--- src/rtl/synth_voice_pkg.sv ---
// Shared constants, types and FSM states for the voice allocator slice.
package synth_voice_pkg;

    localparam int NUM_VOICES = 8;
    localparam int NOTE_W     = 7;
    localparam int VEL_W      = 7;

    typedef logic [NOTE_W-1:0] note_t;
    typedef logic [VEL_W-1:0]  vel_t;
    typedef logic [2:0]        voice_idx_t;
    typedef logic [2:0]        rank_t;

    typedef enum logic [1:0] {
        IDLE   = 2'd0,
        SEARCH = 2'd1,
        EMIT   = 2'd2
    } state_t;

    // One-hot slot mask for a slot index.
    function automatic logic [NUM_VOICES-1:0] slot_mask(input voice_idx_t idx);
        return {{(NUM_VOICES-1){1'b0}}, 1'b1} << idx;
    endfunction

endpackage

--- src/rtl/voice_find.sv ---
// Combinational slot lookup: note match, lowest free slot and oldest slot.
// The oldest-slot search exists only when VOICE_STEAL_EN is defined; otherwise
// old_hit is tied low so a full pool with no match drops the note-on.
module voice_find
    import synth_voice_pkg::*;
(
    input  logic [NUM_VOICES-1:0]             active,
    input  logic [NUM_VOICES-1:0][NOTE_W-1:0] slot_note,
    input  logic [NOTE_W-1:0]                 key,
`ifdef VOICE_STEAL_EN
    input  logic [NUM_VOICES-1:0][2:0]        rank,
`endif
    output logic                              match_hit,
    output logic [2:0]                        match_idx,
    output logic                              free_hit,
    output logic [2:0]                        free_idx,
    output logic                              old_hit,
    output logic [2:0]                        old_idx
);

    // Scan from the top slot down so the lowest matching index wins.
    always_comb begin
        match_hit = 1'b0;
        match_idx = 3'd0;
        free_hit  = 1'b0;
        free_idx  = 3'd0;
        old_hit   = 1'b0;
        old_idx   = 3'd0;
        for (int i = NUM_VOICES - 1; i >= 0; i--) begin
            match_hit = match_hit | (active[i] && (slot_note[i] == key));
            match_idx = (active[i] && (slot_note[i] == key)) ? 3'(i) : match_idx;
            free_hit  = free_hit | !active[i];
            free_idx  = !active[i] ? 3'(i) : free_idx;
`ifdef VOICE_STEAL_EN
            old_hit   = old_hit | (rank[i] == 3'd7);
            old_idx   = (rank[i] == 3'd7) ? 3'(i) : old_idx;
`endif
        end
    end

endmodule

--- src/rtl/voice_allocator.sv ---
// Voice allocator: accepts note events, tracks 8 voice slots, emits one
// registered demux command per event (IDLE -> SEARCH -> EMIT).
// Optional macro VOICE_STEAL_EN: steal the oldest voice when the pool is full.
module voice_allocator
    import synth_voice_pkg::*;
(
    input  logic                  Clk,
    input  logic                  Reset,
    input  logic                  ev_valid,
    output logic                  ev_ready,
    input  logic                  ev_on,
    input  logic [NOTE_W-1:0]     ev_note,
    input  logic [VEL_W-1:0]      ev_vel,
    output logic                  out_valid,
    output logic [2:0]            out_sel,
    output logic [NOTE_W-1:0]     out_note,
    output logic [VEL_W-1:0]      out_vel,
    output logic                  out_gate,
    output logic [NUM_VOICES-1:0] voice_active,
    output logic                  ev_dropped
);

    state_t                            state_r, state_s;
    logic                              on_r;
    note_t                             note_r;
    vel_t                              vel_r;
    logic                              go_r, go_s;
    voice_idx_t                        sel_r, sel_s;
    logic [NUM_VOICES-1:0][NOTE_W-1:0] slot_note_r;
    logic [NUM_VOICES-1:0][2:0]        rank_r;
    logic                              accept_s;
    logic                              match_hit_s, free_hit_s, old_hit_s;
    logic [2:0]                        match_idx_s, free_idx_s, old_idx_s;

    assign accept_s = ev_valid && ev_ready;

    voice_find u_find (
        .active    (voice_active),
        .slot_note (slot_note_r),
        .key       (note_r),
`ifdef VOICE_STEAL_EN
        .rank      (rank_r),
`endif
        .match_hit (match_hit_s),
        .match_idx (match_idx_s),
        .free_hit  (free_hit_s),
        .free_idx  (free_idx_s),
        .old_hit   (old_hit_s),
        .old_idx   (old_idx_s)
    );

    // Next-state logic for the three-phase event pipeline.
    always_comb begin
        state_s = state_r;
        case (state_r)
            IDLE: begin
                if (accept_s) begin
                    state_s = SEARCH;
                end else begin
                    state_s = IDLE;
                end
            end
            SEARCH:  state_s = EMIT;
            EMIT:    state_s = IDLE;
            default: state_s = IDLE;
        endcase
    end

    // Slot choice: note-on prefers match, then free, then oldest; note-off needs a match.
    always_comb begin
        go_s  = 1'b0;
        sel_s = 3'd0;
        if (on_r) begin
            if (match_hit_s) begin
                go_s  = 1'b1;
                sel_s = match_idx_s;
            end else if (free_hit_s) begin
                go_s  = 1'b1;
                sel_s = free_idx_s;
            end else begin
                go_s  = old_hit_s;
                sel_s = old_idx_s;
            end
        end else begin
            go_s  = match_hit_s;
            sel_s = match_idx_s;
        end
    end

    // State register; ev_ready is registered and high exactly while in IDLE.
    always_ff @(posedge Clk or posedge Reset) begin
        if (Reset) begin
            state_r  <= IDLE;
            ev_ready <= 1'b1;
        end else begin
            state_r  <= state_s;
            ev_ready <= (state_s == IDLE);
        end
    end

    // Latch the accepted event; a zero-velocity note-on becomes a note-off.
    always_ff @(posedge Clk or posedge Reset) begin
        if (Reset) begin
            on_r   <= 1'b0;
            note_r <= 7'd0;
            vel_r  <= 7'd0;
        end else if (accept_s) begin
            on_r   <= ev_on && (ev_vel != 7'd0);
            note_r <= ev_note;
            vel_r  <= ev_vel;
        end
    end

    // Register the lookup decision during SEARCH.
    always_ff @(posedge Clk or posedge Reset) begin
        if (Reset) begin
            go_r  <= 1'b0;
            sel_r <= 3'd0;
        end else if (state_r == SEARCH) begin
            go_r  <= go_s;
            sel_r <= sel_s;
        end
    end

    // EMIT: pulse the command or drop, and commit slot occupancy, notes and age ranks.
    always_ff @(posedge Clk or posedge Reset) begin
        if (Reset) begin
            out_valid    <= 1'b0;
            out_sel      <= 3'd0;
            out_note     <= 7'd0;
            out_vel      <= 7'd0;
            out_gate     <= 1'b0;
            ev_dropped   <= 1'b0;
            voice_active <= 8'd0;
            slot_note_r  <= '0;
            for (int i = 0; i < NUM_VOICES; i++) begin
                rank_r[i] <= 3'(i);
            end
        end else begin
            out_valid  <= 1'b0;
            ev_dropped <= 1'b0;
            if (state_r == EMIT) begin
                if (go_r) begin
                    out_valid <= 1'b1;
                    out_sel   <= sel_r;
                    out_gate  <= on_r;
                    if (on_r) begin
                        out_note            <= note_r;
                        out_vel             <= vel_r;
                        voice_active        <= voice_active | slot_mask(sel_r);
                        slot_note_r[sel_r]  <= note_r;
                        for (int i = 0; i < NUM_VOICES; i++) begin
                            if (3'(i) == sel_r) begin
                                rank_r[i] <= 3'd0;
                            end else if (rank_r[i] < rank_r[sel_r]) begin
                                rank_r[i] <= rank_r[i] + 3'd1;
                            end
                        end
                    end else begin
                        out_note     <= slot_note_r[sel_r];
                        out_vel      <= 7'd0;
                        voice_active <= voice_active & ~slot_mask(sel_r);
                    end
                end else begin
                    ev_dropped <= 1'b1;
                end
            end
        end
    end

endmodule

--- config.mk ---
export PLATFORM = sky130hd
export DESIGN_NAME = voice_allocator
export DESIGN_NICKNAME = d
export VERILOG_FILES = /design/src/rtl/synth_voice_pkg.sv /design/src/rtl/voice_find.sv /design/src/rtl/voice_allocator.sv
export SDC_FILE = /design/constraint.sdc
export NUM_CORES = 1
export LEC_CHECK = 0
export BUFFER_PORTS_ARGS = -buffer_cell sky130_fd_sc_hd__clkbuf_2
export CORE_MARGIN = 2
export CORE_UTILIZATION = 50
export CTS_BUF_LIST = sky130_fd_sc_hd__clkbuf_8
export DETAILED_ROUTE_END_ITERATION = 6
export GPL_TIMING_DRIVEN = 1
export PLACE_DENSITY = 0.81
export SYNTH_ARGS = -nofsm -noshare
export SYNTH_HDL_FRONTEND = slang
export SYNTH_SLANG_ARGS = --single-unit
export TNS_END_PERCENT = 30
--- constraint.sdc ---
create_clock -name Clk -period 3.2 [get_ports Clk]
set_input_delay 0.32 -clock Clk [delete_from_list [all_inputs] [get_ports Clk]]
set_output_delay 0.32 -clock Clk [all_outputs]
set_load 0.01 [all_outputs]
# Yosys cells after proc, flatten, opt, wreduce, memory -nomap -nowiden
# Cells that the tools add are included.
[word_totals]
ff_bits = 106
latch_bits = 0
ramBits = 0
romBits = 0
inputBits = 18
wordCells = 112
n_memories = 0
[classes]
n_addsub = 0
multipliers = 0
div_mod_pow = 0
order_cmp = 2
eq_ne = 10
n_shift = 1
mux = 36
bitwise = 17
n_reduce_logical = 24
[ops]
columns = ["op", "n"]
rows = [
  ["$mux 3", 19],
  ["$bwmux 56", 1],
  ["$eq 7x7->1", 8],
  ["$mux 7", 4],
  ["$bmux 7 s3", 1],
  ["$demux 7 s3", 1],
  ["$or 1x1->1", 14],
  ["$logic_and 1x1->1", 11],
  ["$and 8x8->8", 1],
  ["$logic_not 1->1", 8],
  ["$mux 1", 8],
  ["$mux 8", 1],
  ["$not 8->8", 1],
  ["$or 8x8->8", 1],
  ["$shl 1x3->8 const A", 1],
  ["$reduce_bool 7->1", 1],
  ["$logic_not 2->1", 2],
  ["$lt 3x4->1 const B", 1],
  ["$pmux 2 s2", 1],
  ["$ge 3x1->1 const B", 1],
  ["$reduce_and 3->1", 1],
  ["$eq 2x1->1 const B", 1],
  ["$eq 2x2->1 const B", 1],
  ["$reduce_and 2->1", 1],
]

# Depth between registers and ports, before layout
# Gate-level depths: netlist (run 1).
[depth]
word_depth = 12
mapped_depth = 9

# Cells and area by module
# A second synthesis (run 1) with hierarchy kept.
[unflattened]
cells_unflattened = 484
area_unflattened_um2 = 5838.1
[modules_own_cells]
columns = ["module", "instances", "cells_each", "area_each_um2", "seq_area_each_um2"]
rows = [
  ["voice_allocator", 1, 361, 4952.2, 2653.8],
  ["voice_find", 1, 123, 885.8, 0.0],
]

# Least setup slack after synthesis (run 1)
# Ideal clock, no wire load.
[synth_timing]
kind = "reg-to-reg"
start = "register sel_r[2]"
end = "register slot_note_r[0] (netlist bit)"
setup_ns = 0.125
arrival_time_ns = 1.619
path_slack_ns = 1.456
path_stages_with_launch = 5
n_path_buf = 1
period_less_slack_ns = 1.744
cell_sequence = "dfrtp_1 -> buf_2 -> or4_4 -> nor2_4 -> mux2_2"
[synth_via]
elab_chain_cells = 5
elab_cells_between_ends = 6
cone_classes = "2 x order compare; 3 x mux; 1 x reduce/logical"
[synth_rtl]
columns = ["element", "line_no", "text"]
rows = [
  ["from (decl)", "voice_allocator.sv:28", "voice_idx_t sel_r, sel_s;"],
  ["from (signal assigned)", "voice_allocator.sv:121", "sel_r <= sel_s;"],
  ["$lt 3x4->1 (implied by the code) or $ge 3x1->1 (tied branches)", "voice_allocator.sv:151", "slot_note_r[sel_r] <= note_r;"],
  ["$logic_and 1x1->1 (implied by the code)", "voice_allocator.sv:151", ""],
  ["$mux 7 (implied by the code)", "voice_allocator.sv:151", ""],
  ["$demux 7 s3 *", "voice_allocator.sv:151", ""],
  ["$bwmux 56 *", "voice_allocator.sv:151", ""],
  ["to (signal, indexed assignment)", "voice_allocator.sv:151", ""],
  ["to (decl)", "voice_allocator.sv:29", "logic [NUM_VOICES-1:0][NOTE_W-1:0] slot_note_r;"],
]
# Every way passes the cells marked *; elsewhere a longest branch is shown, timed or not.
# A chain may end at the register's enable or synchronous reset.

# Final worst setup path (run 1)
[layout_timing]
start = "register sel_r[0]"
end = "register slot_note_r[9] (netlist bit)"
# Same word-level chain as after synthesis.

==> results of run 1 <==
-- cell type report --
type / instances / area (sq um)
Tap cell: 140 / 175.2
Sequential cell: 106 / 2654
Clock inverter: 6 / 93.84
Multi-Input combinational cell: 339 / 2580
Fill cell: 905 / 4755
Clock buffer: 10 / 137.6
Inverter: 8 / 32.53
Timing Repair Buffer: 56 / 317.8
-- power by group through the flow --
| stage | sequential [uW] | clock [uW] | combinational [uW] |
|---|---|---|---|
| after floorplan | 1870 | 0 | 1220 |
| after global placement | 2080 | 0 | 1370 |
| after detailed placement | 2110 | 0 | 1390 |
| after CTS | 2080 | 959 | 1400 |
| after global routing | 2130 | 1000 | 1540 |
| final | 2090 | 943 | 1410 |
-- cell families (layout without fill, tap and decap cells) --
kind of cell	count (synthesis)	count (layout)	synth area share, %
compound gates	68	68	8.087
xor+xnor	56	56	9.005
buf+inv	39	80	3.905
flops	106	106	48.73
mux	85	85	17.92
simple gates	130	130	12.36
-- worst max-delay path by stage --
| stage | start | endpoint | slack (ns) | depth (start not counted) |
|---|---|---|---|---|
| 3_5_place_dp | sel_r[0] | slot_note_r[12] | 0.97 | 3 |
| 5_1_grt | sel_r[0] | out_note[1] | 0.81 | 6 |
| 6_report | sel_r[0] | slot_note_r[9] | 0.92 | 3 |
| 2_1_floorplan | Reset | asynchronous set/reset pin | 0.09 | 1 |
| 3_3_place_gp | sel_r[0] | slot_note_r[9] | 1.02 | 3 |
| 4_1_cts | sel_r[0] | slot_note_r[9] | 0.96 | 3 |
-- synthesized netlist by cell type (all sizes together), types with 2 or more instances --
cell type | number | area [sq um]
dfrtp | 105 | 2628
mux2 | 70 | 788.3
nand2 | 60 | 227.7
xnor2 | 50 | 437.9
o21ai | 25 | 125.1
buf | 19 | 137.6
nor2 | 18 | 75.07
nand4 | 17 | 106.4
clkbuf | 12 | 45.04
mux2i | 12 | 120.1
nand3 | 11 | 60.06
a21oi | 10 | 50.05
inv | 8 | 30.03
nand2b | 6 | 37.54
nor3 | 6 | 45.04
o31ai | 6 | 50.05
xor2 | 6 | 52.55
a22oi | 5 | 37.54
a22o | 3 | 26.28
a31oi | 3 | 18.77
mux4 | 3 | 67.56
nor4 | 3 | 37.54
o211ai | 3 | 22.52
o2bb2ai | 3 | 26.28
a21o | 2 | 15.01
nor2b | 2 | 12.51
or4 | 2 | 18.77
-- state kept, by name, indices dropped and copies added (netlist names), named ones only --
register     cells
out_note         7
ev_ready         1
state_r          2
out_vel          7
ev_dropped       1
vel_r            7
out_sel          3
go_r             1
out_gate         1
sel_r            3
out_valid        1
on_r             1
note_r           7
slot_note_r     56
-- layer usage --
metal / global-route usage [%] / wire, um
met4: 13.19 / 561
met2: 37.24 / 6127
met5: 0 / 0
met3: 3.677 / 1025
met1: 31.97 / 5511
-- stage by stage --
step	setup slack (ns)	total power, uW	hold WS, ns	instance area (sq um)	std cells
finish	0.9210	4437	-0.01578	5991	665
global route	0.8143	4676	0.04618	5991	665
CTS	0.9606	4439	0.007373	5991	665
detailed placement	0.9728	3500	0.4355	5759	649
global placement	1.023	3450	0.4329	5759	649
floorplan	0.09276	3088	0.4538	5446	484
-- placed cells by master, fill, tap and decap left out, types with 12 or more instances in the layout --
cell type  count
clkbuf_2      46
dfrtp_1      105
mux2_2        64
mux2i_1       12
nand2_1       59
nand4_1       17
nor2_1        17
o21ai_0       23
xnor2_1       50
-- worst max-delay path: stages, from the launching register on --
cell and delay, ns:
dfrtp_1 0.98, nor2b_1 0.49, nand3_2 0.32, mux2_2 0.36
==> flow_summary.toml, run 1 <==
[global_route]
grt_pass1_vias = 3915
antenna_found_initial = 0
grt_max_degree = 59
grt_overflow_total = 0
track_usage_pct = 23.86
grt_pass1_wl_um = 20910

[power]
intPower_uw = 2785
p_sw_uw = 1653
p_leak_uw = 0.002701
sw_frac_of_total_pct = 37.24
pwr-share-seq_pct = 47.1
p_per_area_mw_per_mm2 = 740.7
power.share.clock_pct = 21.2
combPwrFrac_pct = 31.7
peakVddDrop_mv = 0.5036

[routing]
drt_wl_total_um = 13230
vias = 3918
drc = 0
routedWlPerCell_um = 19.89
first_pass_iters = 5
drt_iter0_drc = 399
antenna_left = 0
vias_per_cell = 5.892

[sta]
setup_viol = 0
fin_tns_setup_ns = 0
hold_ws_ns = -0.01578
rsz0062_at_grt = "no"
hold_viol = 15
finalCritPeriodShare_pct = 71.22
max_freq_mhz = 438.8
fin_worst_skew_ns = 0.01715
layout_min_cycle_time_ns = 2.279
tightestPinTransition_ns = 0.9557
final_max_slew_viol_count = 0
relSlewSlack_pct = 36.29

[synth]
ys_warn_count = 0
syn_inst = 484
ys_async_sr_fraction_pct = 100.0
synth.avg_cell_area_sq_um = 11.25
yosys_register_bits = 106
synth_nets = 502
ys_seq_area_share_pct = 48.73
synth_cell_types = 53
synth_edf_count = 0
netlist_area_sq_mm = 0.005446
synth_ff_type = "dfrtp_1"

[critical_path]
worstReg2RegStart = "sel_r[0]"
cp_max_fo = 25
crit_path_end_kind = "register"
required_ns = 3.47
regToRegSetupSlack_ns = 0.92
rr_endpoint = "slot_note_r[9]"
start_kind = "register"
rr_worst_depth = 3
arrival_ns = 2.55
worstSetupPathType = "register to register"

[cells_and_area]
post-route-util_pct = 55.75
areaGrowthSynthToFinish_pct = 9.993
drive_gt1_share_pct = 29.71
layout.nets = 538
diodes = 0

[clock_tree]
cts_buffer_depth = 2
cts_tree = "yes"
hold_buffers = 0
cts_setup_buffers = 0
clk_latency_ns = 0.39
cts_resized = 0
cts_max_level = 3
clockRootBuffer = "clkbuf_8"
cts_buffers = 9
cts_sinks = 106
path_clk_slew_ns = 0.11

[die]
core_sq_mm = 0.01075
ioPinCount = 47
start_util_pct = 50.69
chipWidth_um = 108.4
die_h_um = 108.4
dieArea_sq_mm = 0.01174
fp-row-count = 38

[flow_run]
cap_violations = 0

[status]
violations = "negative hold slack"
outcome = "finished, violations left"

[placed_design]
dp_hpwl_um = 9437
place_congestion = 0.9518
port_buffers = 46

[min_path]
hold_class = "primary input to asynchronous set/reset pin"
(Power assumes the default switching activity.)
==> inputs of run 2 (changes only) <==
--- a/config.mk
+++ b/config.mk
@@ -5,6 +5,7 @@
 export SDC_FILE = /design/constraint.sdc
 export NUM_CORES = 1
 export LEC_CHECK = 0
+export ABC_AREA = 1
 export BUFFER_PORTS_ARGS = -buffer_cell sky130_fd_sc_hd__clkbuf_2
 export CORE_MARGIN = 2
 export CORE_UTILIZATION = 50
==> constraint.sdc (replaced) <==
create_clock -name Clk -period 2 [get_ports Clk]
set_input_delay 0.2 -clock Clk [delete_from_list [all_inputs] [get_ports Clk]]
set_output_delay 0.2 -clock Clk [all_outputs]
set_load 0.01 [all_outputs]
==> run 2 against run 1 <==
Net effect:
- the run now ends clean
- combinational power rose to 2.9 times the previous value
- worst hold slack gained 0.025 ns
- die area up 1.1%
- critical path depth up 7
- fmax up 23%
- largest power group is now combinational logic
==> flow_summary.toml, run 2 <==
[clock_tree]
clk_latency_ns = 0.39
clockRootBuffer = "clkbuf_8"
cts_max_level = 3
cts_buffer_depth = 2
cts_setup_buffers = 0
cts_tree = "yes"
path_clk_slew_ns = 0.10
cts_sinks = 106
cts_buffers = 9

[synth]
synth_top_family_by_area = "simple AND/OR/NAND/NOR gates"
ys_async_sr_fraction_pct = 100.0
synth_cell_types = 42
synthSimpleGateAreaFrac_pct = 23.55
synth-compound-area-share_pct = 15.99
synth.avg_cell_area_sq_um = 7.870
synth_edf_count = 0
ys_warn_count = 0
synthMuxAreaShare_pct = 0
yosys.area.top_type_share_pct = 47.69
netlist_area_sq_mm = 0.005509
synth_xor_area_share_pct = 2.703
yosysMostFrequentCell = "nand2_1"
synth_ff_type = "dfrtp_1"
ys_seq_area_share_pct = 48.17
yosys.area.top_type = "dfrtp_1"
synth_nets = 718
synthAdderAreaFrac_pct = 0
syn_inst = 700
synth_area_leaders = "dfrtp_1 48%, nand2_1 15%, o21ai_0 6.8%, inv_1 4.5%, nor2_1 3.1%"
yosys-top-cells-count = "216 x nand2_1, 105 x dfrtp_1, 75 x o21ai_0, 66 x inv_1, 46 x nor2_1"
yosys_register_bits = 106

[cells_and_area]
diodes = 0
largest_reg_flops = 56
layout_common_cells = "215 x nand2_1, 102 x dfrtp_1, 75 x o21ai_0"
final_common_cell = "nand2_1"
regMostFlops = "slot_note_r"
layout.nets = 766
areaGrowthSynthToFinish_pct = 10.61
seq_area_sq_mm = 0.002658
n_fill_cell = 993
multi_input_area_sq_mm = 0.002330
drive_gt1_share_pct = 15.94

[die]
dieArea_sq_mm = 0.01187
ioPinCount = 47
chipWidth_um = 109.0
fp-row-count = 38
start_util_pct = 51.04
core_sq_mm = 0.01079
die_h_um = 109.0

[critical_path]
slowest_delay_ns = 0.56
crit_slowest_cell = "dfrtp_1"
crit_path_end_kind = "register"
cp_max_fo = 5
required_ns = 2.32
start_kind = "register"
worstSetupPathType = "register to register"
crit_chain = "buf_4 -> xor2_1 -> nor2_1 -> nand3_1 -> nand2_2 -> nor2_4 -> nand2_1 -> inv_2 -> nand3b_1 -> a21oi_1"
arrival_ns = 2.17

[global_route]
grt_pass1_wl_um = 26360
track_usage_pct = 29.94
grt_overflow_total = 0
antenna_found_initial = 0
grt_max_degree = 54
grt_pass1_vias = 4859

[power]
peakVddDrop_mv = 0.6633
p_leak_uw = 0.002950
p_per_area_mw_per_mm2 = 1518

[routing]
vias_per_cell = 5.581
routedWlPerCell_um = 18.31
antenna_left = 0
first_pass_iters = 5
drt_iter0_drc = 563
vias = 4984
drc = 0
drt_wl_total_um = 16350

[sta]
tightestPinTransition_ns = 0.5871
layout_min_cycle_time_ns = 1.856
setup_viol = 0
finalWorstSetupSlack_ns = 0.1439
hold_viol = 0
relSlewSlack_pct = 60.77
fin_tns_setup_ns = 0
max_freq_mhz = 538.8
final_max_slew_viol_count = 0
hold_ws_ns = 0.009142
fin_worst_skew_ns = 0.008876
rsz0062_at_grt = "no"
finalCritPeriodShare_pct = 92.81

[status]
outcome = "complete, no violations"

[placed_design]
port_buffers = 46
dp_hpwl_um = 11850
dp_slack_ns = 0.07640
place_congestion = 0.9472

[min_path]
hold_class = "primary input to register"

[flow_run]
cap_violations = 0
run 2: cell type report:
class / instances / share of cell area [%]
Clock buffer: 9 / 2.033
Tap cell: 140 / 2.875
Sequential cell: 106 / 43.61
Timing Repair Buffer: 68 / 6.940
Clock inverter: 7 / 1.253
Multi-Input combinational cell: 486 / 38.23
Inverter: 77 / 5.051
run 2: power breakdown:
part	internal, uW	switching, uW	total [uW]
Combinational	1400	2640	4040
Sequential	2950	873	3820
Clock	593	800	1390
run 2: final timing paths:
check                           start          to  slack (ns)  cells after the start
setup / recovery            note_r[1]    sel_r[1]        0.14                     10
hold / removal             ev_note[1]   note_r[1]       0.009                      3
setup reg to reg            note_r[1]    sel_r[1]        0.14                     10
hold reg to reg            state_r[1]  state_r[0]        0.45                      1
max in group asynchronous       Reset   note_r[4]        0.99                      4
min in group asynchronous       Reset    vel_r[4]        0.37                      3
run 2: worst max-delay path: cells and delay by family, from the launching register on:
kind / cells / cell delay [ns]
AOI/OAI and AO/OA: 1 / 0.14
and+or+nand+nor: 6 / 0.62
xor gates and xnor gates: 1 / 0.15
buffers and inverters: 2 / 0.30
DFF: 1 / 0.56
run 2: stage by stage:
step	power, uW	cell area, sq um	instances	util, %
2_1_floorplan	6467	5513	700	-
3_3_place_gp	7697	5874	876	54.43
3_5_place_dp	7780	5874	876	54.43
4_1_cts	9166	6085	893	56.38
5_1_grt	9923	6093	893	56.46
6_report	9253	6093	893	56.46
run 2: cells by family after synthesis:
family | Yosys count
flip-flops | 106
buffers and inverters | 108
AO/OA/AOI/OAI | 159
AND/OR/NAND/NOR | 310
XOR/XNOR | 17
run 2: metal layers:
| metal | wire [um] | share of wire (%) | track usage [%] | up-vias |
|---|---|---|---|---|
| met1 | 6954 | 43 | 42.50 | 2364 |
| met3 | 1244 | 7.6 | 3.706 | 26 |
| met5 | 0 | 0 | 0 | - |
| met2 | 7796 | 48 | 47.07 | 244 |
| met4 | 353 | 2.2 | 11.36 | 0 |
| li1 | - | - | - | 2350 |
run 2: what timing repair did:
item | in CTS | in global routing
gates resized for setup | 0 | 6
endpoints found under the hold margin | 19 | 0
hold buffers | 1 | 0
endpoints found under the setup margin | 0 | 5
==> inputs of run 3 (changes only) <==
--- a/config.mk
+++ b/config.mk
@@ -8,11 +8,11 @@
 export ABC_AREA = 1
 export BUFFER_PORTS_ARGS = -buffer_cell sky130_fd_sc_hd__clkbuf_2
 export CORE_MARGIN = 2
-export CORE_UTILIZATION = 50
+export CORE_UTILIZATION = 56
 export CTS_BUF_LIST = sky130_fd_sc_hd__clkbuf_8
 export DETAILED_ROUTE_END_ITERATION = 6
 export GPL_TIMING_DRIVEN = 1
-export PLACE_DENSITY = 0.81
+export PLACE_DENSITY = 0.89
 export SYNTH_ARGS = -nofsm -noshare
 export SYNTH_HDL_FRONTEND = slang
 export SYNTH_SLANG_ARGS = --single-unit
==> run 3 against run 2 <==
Net effect:
- largest power group unchanged
- the flow now finishes with violations (design-rule violations)
- critical path type unchanged
- cell area shrank 0.60%
- combinational power is essentially flat
- largest cell class unchanged
- via count grew 3.5%
==> flow_summary.toml, run 3 (synthesis results as in run 2) <==
[clock_tree]
clk_latency_ns = 0.38
cts_setup_buffers = 0
cts_max_level = 3
cts_buffer_depth = 2
cts_buffers = 9
path_clk_slew_ns = 0.10
clockRootBuffer = "clkbuf_8"
cts_tree = "yes"
cts_sinks = 106

[cells_and_area]
final_common_cell = "nand2_1"
stdcell_area_sq_mm = 0.006057
drive_gt1_share_pct = 15.85
diodes = 0
layout_common_cells = "213 x nand2_1, 101 x dfrtp_1, 75 x o21ai_0"
largest_reg_flops = 56
instances_no_fill = 884
n_fill_cell = 823
post-route-util_pct = 62.84
areaGrowthSynthToFinish_pct = 9.948
layout.nets = 764
regMostFlops = "slot_note_r"

[global_route]
grt_max_degree = 107
grt_pass1_wl_um = 25100
grt_pass1_vias = 4903
grt_overflow_total = 0
track_usage_pct = 31.61
antenna_found_initial = 0

[sta]
fin_worst_skew_ns = 0.01253
max_freq_mhz = 522.7
setup_viol = 0
fin_tns_setup_ns = 0
layout_min_cycle_time_ns = 1.913
tightestPinTransition_ns = 0.6074
relSlewSlack_pct = 59.41
hold_viol = 0
finalWorstSetupSlack_ns = 0.08679
finalCritPeriodShare_pct = 95.66
final_max_slew_viol_count = 0

[critical_path]
crit_chain = "nor2_2 -> nand2_2 -> inv_2 -> nand2_2 -> nor2_1 -> nand2_1 -> o21ai_0"
crit_path_frequent_cell = "nand2_2"
required_ns = 2.27
arrival_ns = 2.18
slowest_delay_ns = 0.43
regToRegSetupSlack_ns = 0.09
crit_slowest_cell = "dfrtp_1"
crit_path_end_kind = "register"
worstSetupPathType = "register to register"
cp_max_fo = 15
start_kind = "register"

[routing]
routedWlPerCell_um = 17.81
first_pass_iters = 7
drt_wl_total_um = 15750
vias_per_cell = 5.834
antenna_left = 0
drc = 3
vias = 5157
drt_iter0_drc = 726

[placed_design]
dp_slack_ns = 0.1071
post-place-cells = 867
dp_hpwl_um = 11210
place_area_sq_mm = 0.005838
port_buffers = 46
place_congestion = 1.053

[die]
dieArea_sq_mm = 0.01065
core_sq_mm = 0.009639
ioPinCount = 47
fp-row-count = 36
chipWidth_um = 103.2
die_h_um = 103.2
start_util_pct = 57.15

[status]
violations = "design-rule violations"
outcome = "finished, violations left"

[flow_run]
cap_violations = 0

[power]
p_leak_uw = 0.002940
peakVddDrop_mv = 0.9491
p_per_area_mw_per_mm2 = 1528

[min_path]
hold_class = "primary input to register"
-- run 3: metrics by stage --
stage / total power (uW) / hold slack, ns
detailed placement: 7728 / 0.4024
floorplan: 6467 / 0.3096
CTS: 9072 / 0.02230
finish: 9254 / 0.03068
global placement: 7539 / 0.3888
global route: 9844 / 0.03244
-- run 3: power breakdown --
part	switching (uW)	internal, uW
clock network	741	605
logic	2660	1400
registers	897	2950
-- run 3: cell type report --
cell class	count	area, sq um	area share, %
inverter	77	305.3	5.040
clock buffer	10	137.6	2.272
sequential	106	2659	43.90
clock inverter	6	58.81	0.9709
tap	133	166.4	2.747
multi-input combinational	486	2335	38.55
timing repair buffer	66	395.4	6.528
-- run 3: per-layer routing --
metal	GRT usage [%]	vias to the layer above	part of all wire (%)	wire (um)
met2	47.90	385	45	7055
met3	4.839	72	10	1574
met4	18.32	0	5.6	886
met1	43.59	2363	40	6231
met5	0	-	0	0
li1	-	2337	-	-
-- run 3: worst paths after layout --
| check | from | end | cells after the start |
|---|---|---|---|
| setup / recovery | state_r[0] | slot_note_r[49] | 7 |
| hold / removal | ev_vel[5] | vel_r[5] | 3 |
| setup reg to reg | state_r[0] | slot_note_r[49] | 7 |
| hold reg to reg | state_r[1] | state_r[0] | 1 |
| max in group asynchronous | Reset | note_r[2] | 4 |
| min in group asynchronous | Reset | vel_r[5] | 4 |
-- run 3: timing repair --
item                                    in CTS  in global routing
endpoints found under the hold margin       43                  0
hold buffers                                 1                  0
endpoints found under the setup margin       0                 12
gates resized for setup                      0                  7
-- run 3: worst max-delay path, delay by kind of cell, from the launching register on --
family                 cells  cell delay (ns)
buffers and inverters      1             0.15
flip-flops                 1             0.43
AND/OR/NAND/NOR            5             0.87
AO/OA/AOI/OAI              1             0.36
